$ cat config.mk
export PLATFORM = sky130hd
export DESIGN_NAME = uart_rx_frame_ctrl_flat
export DESIGN_NICKNAME = d
export VERILOG_FILES = /design/src/rtl/uart_rx_frame_ctrl_if.sv /design/src/rtl/uart_rx_frame_ctrl.sv /design/src/flat_wrapper.sv
export SDC_FILE = /design/constraint.sdc
export NUM_CORES = 1
export LEC_CHECK = 0
export ABC_AREA = 1
export ABC_CLOCK_PERIOD_IN_PS = 2750
export CORE_ASPECT_RATIO = 1.4
export CORE_UTILIZATION = 35
export CTS_BUF_LIST = sky130_fd_sc_hd__clkbuf_4
export DETAILED_ROUTE_END_ITERATION = 12
export PLACE_DENSITY = 0.55
export SKIP_CTS_REPAIR_TIMING = 1
export SYNTH_ARGS = -nofsm -noshare
export SYNTH_HDL_FRONTEND = slang
export SYNTH_SLANG_ARGS = --single-unit
$ cat constraint.sdc
create_clock -name clk -period 2.75 [get_ports clk]
set_input_delay 0.55 -clock clk [delete_from_list [all_inputs] [get_ports clk]]
set_output_delay 0.55 -clock clk [all_outputs]
set_load 0.005 [all_outputs]
$ cat src/rtl/uart_rx_frame_ctrl_if.sv
// uart_rx_frame_ctrl_if: received-character bus.
// Holding register outputs plus the consumer acknowledge.
interface uart_rx_frame_ctrl_if #(
  parameter int DATA_BITS = 8
) ();
  logic [DATA_BITS-1:0] data_out;
  logic                 data_valid;
  logic                 data_ack;
  logic                 framing_error;
  logic                 overrun;

  modport master (
    output data_out,
    output data_valid,
    output framing_error,
    output overrun,
    input  data_ack
  );

  modport slave (
    input  data_out,
    input  data_valid,
    input  framing_error,
    input  overrun,
    output data_ack
  );
endinterface

$ cat src/rtl/uart_rx_frame_ctrl.sv
// uart_rx_frame_ctrl: UART receive framing FSM.
// Start/data/stop sequencing plus valid/ack holding register.
module uart_rx_frame_ctrl #(
  parameter int DATA_BITS = 8
) (
  input  logic clk,
  input  logic rst,
  input  logic serial_in,
  input  logic sample_strobe,
  input  logic bit_done,
  output logic bsc_enable,
  output logic busy,
  uart_rx_frame_ctrl_if.master rx_if
);

  localparam int IW =
    (DATA_BITS > 1) ? $clog2(DATA_BITS) : 1;
  localparam logic [IW-1:0] LAST =
    IW'(DATA_BITS - 1);

  typedef enum logic [2:0] {
    IDLE,
    START,
    DATA,
    STOP,
    ABORT
  } state_t;

  logic                 s1_q;
  logic                 rx_s_q;
  state_t               state_q, state_d;
  logic [IW-1:0]        idx_q, idx_d;
  logic [DATA_BITS-1:0] shift_q, shift_d;
  logic [DATA_BITS-1:0] data_q, data_d;
  logic                 valid_q, valid_d;
  logic                 fe_q, fe_d;
  logic                 ovr_q, ovr_d;
  logic                 load;
  logic [DATA_BITS:0]   shift_cat;

  // Two-flop synchronizer; resets to the idle (high) line level.
  always_ff @(posedge clk) begin
    if (!rst) begin
      s1_q   <= 1'b1;
      rx_s_q <= 1'b1;
    end else begin
      s1_q   <= serial_in;
      rx_s_q <= s1_q;
    end
  end

  // State, bit index and shift register.
  always_ff @(posedge clk) begin
    if (!rst) begin
      state_q <= IDLE;
      idx_q   <= '0;
      shift_q <= '0;
    end else begin
      state_q <= state_d;
      idx_q   <= idx_d;
      shift_q <= shift_d;
    end
  end

  assign shift_cat = {rx_s_q, shift_q};

  // Frame sequencing; strobes only matter outside IDLE.
  always_comb begin
    state_d = state_q;
    idx_d   = idx_q;
    shift_d = shift_q;
    load    = 1'b0;
    unique case (state_q)
      IDLE: begin
        if (!rx_s_q) state_d = START;
      end
      START: begin
        if (sample_strobe && rx_s_q) begin
          state_d = ABORT;
        end else if (bit_done) begin
          state_d = DATA;
          idx_d   = '0;
        end
      end
      DATA: begin
        if (sample_strobe) begin
          shift_d = shift_cat[DATA_BITS:1];
        end
        if (bit_done) begin
          if (idx_q == LAST) begin
            state_d = STOP;
            idx_d   = '0;
          end else begin
            idx_d = idx_q + 1'b1;
          end
        end
      end
      STOP: begin
        if (sample_strobe) load = 1'b1;
        if (bit_done) state_d = IDLE;
      end
      ABORT: begin
        if (bit_done) state_d = IDLE;
      end
      default: state_d = IDLE;
    endcase
  end

  // Holding register flops.
  always_ff @(posedge clk) begin
    if (!rst) begin
      data_q  <= '0;
      valid_q <= 1'b0;
      fe_q    <= 1'b0;
      ovr_q   <= 1'b0;
    end else begin
      data_q  <= data_d;
      valid_q <= valid_d;
      fe_q    <= fe_d;
      ovr_q   <= ovr_d;
    end
  end

  // A new character beats a same-cycle ack; unacked loads overrun.
  always_comb begin
    data_d  = data_q;
    valid_d = valid_q;
    fe_d    = fe_q;
    ovr_d   = ovr_q;
    if (load) begin
      data_d  = shift_q;
      fe_d    = ~rx_s_q;
      valid_d = 1'b1;
      ovr_d   = rx_if.data_ack ?
                1'b0 : (ovr_q | valid_q);
    end else if (rx_if.data_ack) begin
      valid_d = 1'b0;
      ovr_d   = 1'b0;
    end
  end

  assign bsc_enable          = (state_q != IDLE);
  assign busy                = (state_q != IDLE);
  assign rx_if.data_out      = data_q;
  assign rx_if.data_valid    = valid_q;
  assign rx_if.framing_error = fe_q;
  assign rx_if.overrun       = ovr_q;

  a_idx_range: assert property (
    @(posedge clk) disable iff (!rst)
    idx_q <= LAST);

  a_enable_drop: assert property (
    @(posedge clk) disable iff (!rst)
    (bsc_enable && !bit_done) |=> bsc_enable);

endmodule

$ cat src/flat_wrapper.sv
// flat-port wrapper written by rule: the top's interface ports become plain ports
module uart_rx_frame_ctrl_flat 
#(
  parameter int DATA_BITS = 8
)
  (clk, rst, serial_in, sample_strobe, bit_done, bsc_enable, busy, rx_if_data_out, rx_if_data_valid, rx_if_framing_error, rx_if_overrun, rx_if_data_ack);
  uart_rx_frame_ctrl_if #(.DATA_BITS(DATA_BITS)) rx_if_i ();
  input  logic clk;
  input  logic rst;
  input  logic serial_in;
  input  logic sample_strobe;
  input  logic bit_done;
  output logic bsc_enable;
  output logic busy;
  output wire logic [$bits(rx_if_i.data_out)-1:0] rx_if_data_out;
  output wire logic [$bits(rx_if_i.data_valid)-1:0] rx_if_data_valid;
  output wire logic [$bits(rx_if_i.framing_error)-1:0] rx_if_framing_error;
  output wire logic [$bits(rx_if_i.overrun)-1:0] rx_if_overrun;
  input wire logic [$bits(rx_if_i.data_ack)-1:0] rx_if_data_ack;
  assign rx_if_data_out = rx_if_i.data_out;
  assign rx_if_data_valid = rx_if_i.data_valid;
  assign rx_if_framing_error = rx_if_i.framing_error;
  assign rx_if_overrun = rx_if_i.overrun;
  assign rx_if_i.data_ack = rx_if_data_ack;
  uart_rx_frame_ctrl #(.DATA_BITS(DATA_BITS)) u_core (.clk(clk), .rst(rst), .serial_in(serial_in), .sample_strobe(sample_strobe), .bit_done(bit_done), .bsc_enable(bsc_enable), .busy(busy), .rx_if(rx_if_i));
endmodule
==> flow_metrics.env, run 1 <==
export IMPL_synth_cell_area_um2=1300
export IMPL_fin_skew_ps=2.57
export IMPL_h_tree_depth=1
export IMPL_detail_route_wirelength_um=2390
export IMPL_rrSetupSlack_ps=1350
export IMPL_layout_area_seq_um2=541
export IMPL_die_w_um=53.5
export IMPL_layout_min_cycle_time_ps=2110
export IMPL_finalMaxSlewViolations=0
export IMPL_synthCells=150
export IMPL_yosys_warns=0
export IMPL_finalHoldWorstSlack_ps=425
export IMPL_maxCapViolCount=0
export IMPL_multiInputGateArea_um2=607
export IMPL_power_mw=0.993
export IMPL_layout_setup_ws_ps=639
export IMPL_final_hold_violation_count=0
export IMPL_crit_path_start_kind="flop"
export IMPL_met2WireLength_um=1220
export IMPL_grt_max_degree=21
export IMPL_rsz0062_at_grt="false"
export IMPL_worst_vdd_ir_mv=0.411
export IMPL_filler_cell_count=353
export IMPL_synthesis_nets=158
export IMPL_drt_pass1_iterations=4
export IMPL_worst_setup_path_type="reg -> out"
export IMPL_worstPathArrival_ps=1560
export IMPL_layout_cells_sized_above_1_pct=28.7
export IMPL_fp_dieH_um=74.1
export IMPL_cts_root_buf="sky130_fd_sc_hd__clkbuf_4"
export IMPL_crit_required_ps=2200
export IMPL_first_global_vias=996
export IMPL_finalWeightedCongestion=0.792
export IMPL_core_area_um2=3470
export IMPL_first_iter_violations=26
export IMPL_met1Wirelength_um=1080
export IMPL_initial_utilization_pct=37.4
export IMPL_dp_final_hpwl_um=1720
export IMPL_avgRoutedWirePerCell_um=11.6
export IMPL_port_buffers=18
export IMPL_globalRouteTotalUtil_pct=14.5
export IMPL_tritoncts="done"
export IMPL_num_vias=1011
export IMPL_antenna_cell_count=0
export IMPL_preCtsSetupSlack_ps=764
export IMPL_cts_sinks=27
export IMPL_clk_transition_reported_paths_ps=130
export IMPL_ys_seq_area_share_pct=41.6
export IMPL_endpoint_kind="output pin"
export IMPL_met3_wirelength_um=69
export IMPL_leakage_nw=0.544
export IMPL_avgSynthCellArea_um2=8.67
export IMPL_drcViolationCount=0
export IMPL_grt_pass1_wl_um=4260
export IMPL_finalSetupViolations=0
export IMPL_antenna_found_initial=0
export IMPL_powerDensity_nw_per_um2=660
export IMPL_run_status="complete, no violations"
export IMPL_ys_seq_elements=27
export IMPL_highest_count_cells_in_the_layout_ignoring_fill_and_taps="sky130_fd_sc_hd__dfxtp_1 (27), sky130_fd_sc_hd__clkdlybuf4s50_1 (18), sky130_fd_sc_hd__nand2_1 (16), sky130_fd_sc_hd__a21oi_2 (16)"
export IMPL_final_min_period_over_clock_period_pct=76.8
export IMPL_cts_inserted_buffers=3
export IMPL_clk_latency_ps=310
export IMPL_ys_types=28
export IMPL_die_area_um2=3970
export IMPL_layout_commonest_cell="sky130_fd_sc_hd__dfxtp_1"
export IMPL_post_route_ant_nets=0
export IMPL_floorplan_rows=25
export IMPL_top_layer_used="met4"
export IMPL_cts_max_path_buffers=2
export IMPL_io_pin_count=19
export IMPL_grt_ovfl_total=0
export IMPL_areaGrowthSynthToFinish_pct=15.8
export IMPL_hold_class="reg -> reg"
export IMPL_vias_per_cell=4.88
export IMPL_worstPathMaxFanout=8
export IMPL_final_setup_tns_ps=0
export IMPL_maxClockFrequency_mhz=474
export IMPL_tightest_pin_transition_ps=561
export IMPL_utilization_pct=43.4
export IMPL_maxSlewHeadroom_pct=62.6
export IMPL_num_nets_final=176
## sequential cells by signal, indices dropped and copies added (netlist names)
name and cells:
u_core.rx_s_q 1, u_core.shift_q 8, u_core.state_q 3, u_core.rx_if.data_valid 1, u_core.rx_if.framing_error 1, u_core.s1_q 1, u_core.rx_if.data_out 8, u_core.idx_q 3
u_core.rx_if.overrun 1
## layout make-up
type / count / share of cell area (%)
Multi-Input combinational cell: 95 / 40.3
Sequential cell: 27 / 35.9
Timing Repair Buffer: 21 / 13.5
Inverter: 20 / 4.99
Tap cell: 40 / 3.33
Clock buffer: 4 / 2.00
## per-layer routing
metal	track usage, %	vias up
met4	6.14	0
met3	2.45	2
met5	0	-
li1	-	525
met2	24.9	19
met1	17.3	465
## logic make-up (layout without fill, tap and decap cells)
kind of cell | after synthesis | count (layout) | share of synthesized area (%)
buffers and inverters | 28 | 45 | 11.7
and+or+nand+nor | 61 | 61 | 27.6
adders and majority gates | 2 | 2 | 1.92
DFF | 27 | 27 | 41.6
AOI/OAI and AO/OA | 32 | 32 | 17.1
## worst max-delay path: stages (launching register included)
cell	delay, ps
sky130_fd_sc_hd__dfxtp_1	530
sky130_fd_sc_hd__inv_1	120
sky130_fd_sc_hd__nand2_1	100
sky130_fd_sc_hd__clkdlybuf4s50_1	490
## cell usage after synthesis
cell type	number	share of area, %
sky130_fd_sc_hd__dfxtp_1	27	42
sky130_fd_sc_hd__a21oi_2	16	11
sky130_fd_sc_hd__nand2_1	16	4.6
sky130_fd_sc_hd__inv_1	14	4.0
sky130_fd_sc_hd__nand3_1	14	5.4
sky130_fd_sc_hd__o21ai_1	12	4.6
sky130_fd_sc_hd__nand2_2	10	4.8
sky130_fd_sc_hd__inv_2	6	1.7
sky130_fd_sc_hd__nor2_1	6	1.7
sky130_fd_sc_hd__a21oi_1	3	1.2
sky130_fd_sc_hd__buf_6	3	2.6
sky130_fd_sc_hd__nor2_2	3	1.4
sky130_fd_sc_hd__buf_4	2	1.2
sky130_fd_sc_hd__ha_1	2	1.9
sky130_fd_sc_hd__nor2_4	2	1.7
sky130_fd_sc_hd__or2_1	2	0.96
sky130_fd_sc_hd__buf_1	1	0.29
sky130_fd_sc_hd__buf_12	1	1.5
sky130_fd_sc_hd__buf_2	1	0.38
sky130_fd_sc_hd__nand2_8	1	1.5
sky130_fd_sc_hd__nand3_2	1	0.77
sky130_fd_sc_hd__nand3b_1	1	0.58
sky130_fd_sc_hd__nand4_1	1	0.48
sky130_fd_sc_hd__nand4_2	1	0.96
sky130_fd_sc_hd__nand4_4	1	1.6
sky130_fd_sc_hd__nor4_1	1	0.48
sky130_fd_sc_hd__o211ai_1	1	0.58
sky130_fd_sc_hd__or2_0	1	0.48
## power breakdown
group          internal (mW)  total, mW  switching [mW]
registers              0.424      0.467          0.0429
logic                  0.148      0.351           0.203
clock network         0.0665      0.175           0.109
total                  0.639      0.993           0.355
## worst paths after layout
path                                     endpoint              start  depth (start not counted)
worst max-delay path                   bsc_enable  u_core.state_q[1]                          3
worst min-delay path                u_core.rx_s_q        u_core.s1_q                          1
worst max register to register  u_core.state_q[2]  u_core.state_q[0]                          8
worst min register to register      u_core.rx_s_q        u_core.s1_q                          1
## metrics by stage
stage | std cells | instance area (µm²)
global route | 207 | 1510
detailed placement | 203 | 1480
CTS | 207 | 1510
floorplan | 150 | 1300
global placement | 203 | 1480
finish | 207 | 1510
Power figures use the tool's default switching activity.
==> run 2, diff against run 1 <==
- ABC_CLOCK_PERIOD_IN_PS: 2750 -> 2150
- clock period: 2.75 -> 2.15 ns (I/O delays scaled with it)
==> run 2 against run 1 <==
  * Count of clock-buffer cells in the layout decreased by 1
  * First-iteration DRC count decreased by 46%
  * Combinational power increased by 26%
  * Critical path type unchanged
  * Critical endpoint is now busy
  * Largest power group unchanged
==> flow_metrics.env, run 2 (synthesis results as in run 1) <==
export IMPL_run_status="complete, no violations"
export IMPL_worstPathArrival_ps=1570
export IMPL_met2WireLength_um=1170
export IMPL_first_iter_violations=14
export IMPL_areaGrowthSynthToFinish_pct=16.4
export IMPL_final_cell_count_without_fillers=208
export IMPL_drt_pass1_iterations=2
export IMPL_dp_final_hpwl_um=1710
export IMPL_final_min_period_over_clock_period_pct=92.8
export IMPL_grt_max_degree=20
export IMPL_dpl_cell_count=204
export IMPL_powerDensity_nw_per_um2=832
export IMPL_clk_latency_ps=320
export IMPL_floorplan_rows=25
export IMPL_worst_vdd_ir_mv=0.447
export IMPL_cts_inserted_buffers=3
export IMPL_h_tree_depth=1
export IMPL_finalWeightedCongestion=0.824
export IMPL_die_area_um2=3970
export IMPL_detail_route_wirelength_um=2320
export IMPL_cts_root_buf="sky130_fd_sc_hd__clkbuf_4"
export IMPL_first_global_vias=1032
export IMPL_globalRouteTotalUtil_pct=14.0
export IMPL_finalMaxSlewViolations=0
export IMPL_crit_chain="inv_1 -> nand2_1 -> clkdlybuf4s50_1"
export IMPL_crit_path_start_kind="flop"
export IMPL_maxCapViolCount=0
export IMPL_worst_reg2reg_endpoint="u_core.state_q[2]"
export IMPL_num_nets_final=177
export IMPL_rrSetupSlack_ps=770
export IMPL_tritoncts="done"
export IMPL_highest_count_cells_in_the_layout_ignoring_fill_and_taps="sky130_fd_sc_hd__dfxtp_1 (27), sky130_fd_sc_hd__clkdlybuf4s50_1 (18), sky130_fd_sc_hd__nand2_1 (16), sky130_fd_sc_hd__a21oi_2 (16)"
export IMPL_maxSlewHeadroom_pct=78.6
export IMPL_endpoint_kind="output pin"
export IMPL_io_pin_count=19
export IMPL_antenna_found_initial=0
export IMPL_crit_required_ps=1720
export IMPL_layout_setup_ws_ps=154
export IMPL_grt_ovfl_total=0
export IMPL_final_setup_tns_ps=0
export IMPL_worstPathMaxFanout=8
export IMPL_avgRoutedWirePerCell_um=11.2
export IMPL_ff2ff_path_depth=8
export IMPL_vias_per_cell=4.92
export IMPL_layout_cells_sized_above_1_pct=29.2
export IMPL_hold_class="reg -> reg"
export IMPL_met1Wirelength_um=1080
export IMPL_met3_wirelength_um=51
export IMPL_drcViolationCount=0
export IMPL_rr_startpoint="u_core.state_q[0]"
export IMPL_layout_commonest_cell="sky130_fd_sc_hd__dfxtp_1"
export IMPL_preCtsSetupSlack_ps=464
export IMPL_antenna_cell_count=0
export IMPL_leakage_nw=0.544
export IMPL_cts_max_path_buffers=2
export IMPL_maxClockFrequency_mhz=501
export IMPL_post_route_ant_nets=0
export IMPL_tightest_pin_transition_ps=321
export IMPL_cp_slowest_cell="sky130_fd_sc_hd__dfxtp_1"
export IMPL_holdCritStartpoint="u_core.s1_q"
export IMPL_die_w_um=53.5
export IMPL_critical_path_n_buffers_inverters=2
export IMPL_final_hold_violation_count=0
export IMPL_cpLargestDelayFamily="buffers and inverters"
export IMPL_finalSetupViolations=0
export IMPL_rsz0062_at_grt="false"
export IMPL_num_vias=1024
export IMPL_initial_utilization_pct=37.4
export IMPL_port_buffers=18
export IMPL_whs_path_cells=1
export IMPL_worst_hold_endpoint="u_core.rx_s_q"
export IMPL_top_layer_used="met4"
export IMPL_clk_transition_reported_paths_ps=140
export IMPL_fin_skew_ps=4.91
export IMPL_setup_worst_path_start="u_core.state_q[1]"
export IMPL_worst_setup_path_type="reg -> out"
export IMPL_fp_dieH_um=74.1
export IMPL_layout_min_cycle_time_ps=2000
export IMPL_core_area_um2=3470
export IMPL_cts_sinks=27
export IMPL_critical_path_max_stage_delay_ps=530
export IMPL_grt_pass1_wl_um=4210
==> run 2: cell count changes in the layout (fill, tap and decap cells not counted) <==
cell                         delta
sky130_fd_sc_hd__buf_4          +1
sky130_fd_sc_hd__clkbuf_4       -1
sky130_fd_sc_hd__clkinvlp_4     +1
==> run 2: cell type report <==
cell class | count | area [µm²]
Clock inverter | 1 | 7.51
Tap cell | 40 | 50.0
Multi-Input combinational cell | 95 | 607
Timing Repair Buffer | 22 | 210
Fill cell | 356 | 1960
Sequential cell | 27 | 541
Clock buffer | 3 | 22.5
Inverter | 20 | 75.1
==> run 2: how the worst max path moves through the flow <==
stage / depth (start not counted) / end / slack, ps
CTS: 3 / busy / 120
global route: 3 / bsc_enable / 60
finish: 3 / busy / 150
global placement: 7 / u_core.state_q[2] / 480
detailed placement: 7 / u_core.state_q[0] / 460
floorplan: 10 / u_core.state_q[0] / 920
==> run 2: metrics by stage <==
step	utilization, %	power (mW)	hold WS, ps	cell area (µm²)
after floorplan	-	0.959	386	1300
after global placement	42.7	1.05	395	1480
after detailed placement	42.7	1.06	395	1480
after CTS	43.6	1.28	429	1510
after global routing	43.6	1.36	450	1510
final	43.6	1.26	424	1510
==> run 2: where the power goes <==
part,switching (mW),internal [mW],total (mW)
clock network,0.148,0.0710,0.219
registers,0.0556,0.542,0.598
logic,0.251,0.190,0.441
total,0.455,0.804,1.26
==> run 2: per-layer routing <==
layer,global-route usage (%),vias to the layer above
met4,6.73,0
met2,24.4,10
li1,-,525
met5,0,-
met3,1.84,2
met1,16.5,487
==> run 3, diff against run 2 <==
- CTS_BUF_LIST: sky130_fd_sc_hd__clkbuf_4 -> sky130_fd_sc_hd__clkbuf_8
==> run 3 against run 2 <==
  * Critical path depth is the same
  * Clock power grew 33%
  * Count of clock-buffer cells in the layout is the same
  * Via count shrank 2.1%
  * Wire length grew 0.43%
  * Largest cell class unchanged
==> flow_metrics.env, run 3 (synthesis results as in run 1) <==
export IMPL_finalSetupViolations=0
export IMPL_antenna_found_initial=0
export IMPL_layout_cells_sized_above_1_pct=29.2
export IMPL_crit_required_ps=1720
export IMPL_grt_pass1_wl_um=4220
export IMPL_io_pin_count=19
export IMPL_power_mw=1.33
export IMPL_leakage_nw=0.552
export IMPL_antenna_cell_count=0
export IMPL_filler_cell_count=352
export IMPL_highest_count_cells_in_the_layout_ignoring_fill_and_taps="sky130_fd_sc_hd__dfxtp_1 (27), sky130_fd_sc_hd__clkdlybuf4s50_1 (18), sky130_fd_sc_hd__nand2_1 (16), sky130_fd_sc_hd__a21oi_2 (16)"
export IMPL_cts_inserted_buffers=3
export IMPL_vias_per_cell=4.82
export IMPL_grt_max_degree=20
export IMPL_layout_setup_ws_ps=211
export IMPL_preCtsSetupSlack_ps=464
export IMPL_detail_route_wirelength_um=2330
export IMPL_core_area_um2=3470
export IMPL_crit_chain="inv_1 -> nand2_1 -> clkdlybuf4s50_1"
export IMPL_maxCapViolCount=0
export IMPL_routing_usage_on_met1_pct=16.6
export IMPL_cts_root_buf="sky130_fd_sc_hd__clkbuf_8"
export IMPL_tritoncts="done"
export IMPL_globalRouteTotalUtil_pct=14.4
export IMPL_ff2ff_path_depth=8
export IMPL_busiest_layer="met2"
export IMPL_maxSlewHeadroom_pct=78.1
export IMPL_layout_min_cycle_time_ps=1940
export IMPL_avgRoutedWirePerCell_um=11.2
export IMPL_rsz0062_at_grt="false"
export IMPL_run_status="complete, no violations"
export IMPL_layout_commonest_cell="sky130_fd_sc_hd__dfxtp_1"
export IMPL_drcViolationCount=0
export IMPL_cp_slowest_cell="sky130_fd_sc_hd__dfxtp_1"
export IMPL_hold_class="reg -> reg"
export IMPL_powerDensity_nw_per_um2=868
export IMPL_globalRouteMet3Util_pct=2.45
export IMPL_final_min_period_over_clock_period_pct=90.2
export IMPL_rr_startpoint="u_core.state_q[0]"
export IMPL_crit_path_start_kind="flop"
export IMPL_grt_ovfl_total=0
export IMPL_rrSetupSlack_ps=780
export IMPL_crit_path_end="busy"
export IMPL_worstPathArrival_ps=1510
export IMPL_cts_max_path_buffers=2
export IMPL_endpoint_kind="output pin"
export IMPL_fin_skew_ps=2.04
export IMPL_worst_reg2reg_endpoint="u_core.state_q[0]"
export IMPL_tightest_pin_transition_ps=329
export IMPL_fp_dieH_um=74.1
export IMPL_finalMaxSlewViolations=0
export IMPL_dp_final_hpwl_um=1710
export IMPL_critical_path_max_stage_delay_ps=520
export IMPL_cts_sinks=27
export IMPL_final_hold_violation_count=0
export IMPL_first_global_vias=1030
export IMPL_drt_pass1_iterations=4
export IMPL_worst_vdd_ir_mv=0.455
export IMPL_maxClockFrequency_mhz=516
export IMPL_first_iter_violations=17
export IMPL_worst_setup_path_type="reg -> out"
export IMPL_num_nets_final=177
export IMPL_die_area_um2=3970
export IMPL_clk_transition_reported_paths_ps=90
export IMPL_finalWeightedCongestion=0.824
export IMPL_port_buffers=18
export IMPL_finalHoldWorstSlack_ps=414
export IMPL_post_route_ant_nets=0
export IMPL_clk_latency_ps=270
export IMPL_floorplan_rows=25
export IMPL_final_setup_tns_ps=0
export IMPL_worstPathMaxFanout=8
export IMPL_num_vias=1002
export IMPL_areaGrowthSynthToFinish_pct=17.8
export IMPL_initial_utilization_pct=37.4
export IMPL_grt_util_met2_pct=24.6
export IMPL_setup_worst_path_start="u_core.state_q[1]"
export IMPL_h_tree_depth=1
export IMPL_die_w_um=53.5
run 3: how the worst min path moves through the flow:
stage	startpoint	endpoint	slack, ps	cells past startpoint
4_1_cts	u_core.s1_q	u_core.rx_s_q	420	1
3_5_place_dp	u_core.s1_q	u_core.rx_s_q	390	1
6_report	u_core.s1_q	u_core.rx_s_q	410	1
3_3_place_gp	u_core.s1_q	u_core.rx_s_q	390	1
2_1_floorplan	u_core.s1_q	u_core.rx_s_q	390	1
5_1_grt	u_core.s1_q	u_core.rx_s_q	440	1
run 3: routing by layer:
metal,part of all wire [%],routed length [µm],up-vias
li1,-,-,520
met1,47,1100,464
met2,48,1120,13
met3,2.5,59,5
met4,2.3,53,0
met5,0,0,-
run 3: final cells by class:
type | count | area [µm²] | area share [%]
tap | 40 | 50.0 | 3.27
inverter | 20 | 75.1 | 4.90
sequential | 27 | 541 | 35.3
multi-input combinational | 95 | 607 | 39.6
clock inverter | 1 | 7.51 | 0.490
timing repair buffer | 22 | 210 | 13.7
clock buffer | 3 | 41.3 | 2.70
run 3: metrics by stage:
stage / util (%) / instance area, µm² / instances
CTS: 44.1 / 1530 / 208
global route: 44.1 / 1530 / 208
finish: 44.1 / 1530 / 208
floorplan: - / 1300 / 150
global placement: 42.7 / 1480 / 204
detailed placement: 42.7 / 1480 / 204
run 3: worst max-delay path, delay by kind of cell (launching register included):
family	cells	cell delay (ps)
buffers and inverters	2	610
flip-flops	1	520
AND/OR/NAND/NOR	1	100
run 3: power breakdown:
part / internal [mW] / switching, mW / total [mW]
sequential: 0.542 / 0.0556 / 0.598
combinational: 0.190 / 0.250 / 0.440
clock: 0.132 / 0.160 / 0.291
total: 0.864 / 0.465 / 1.33
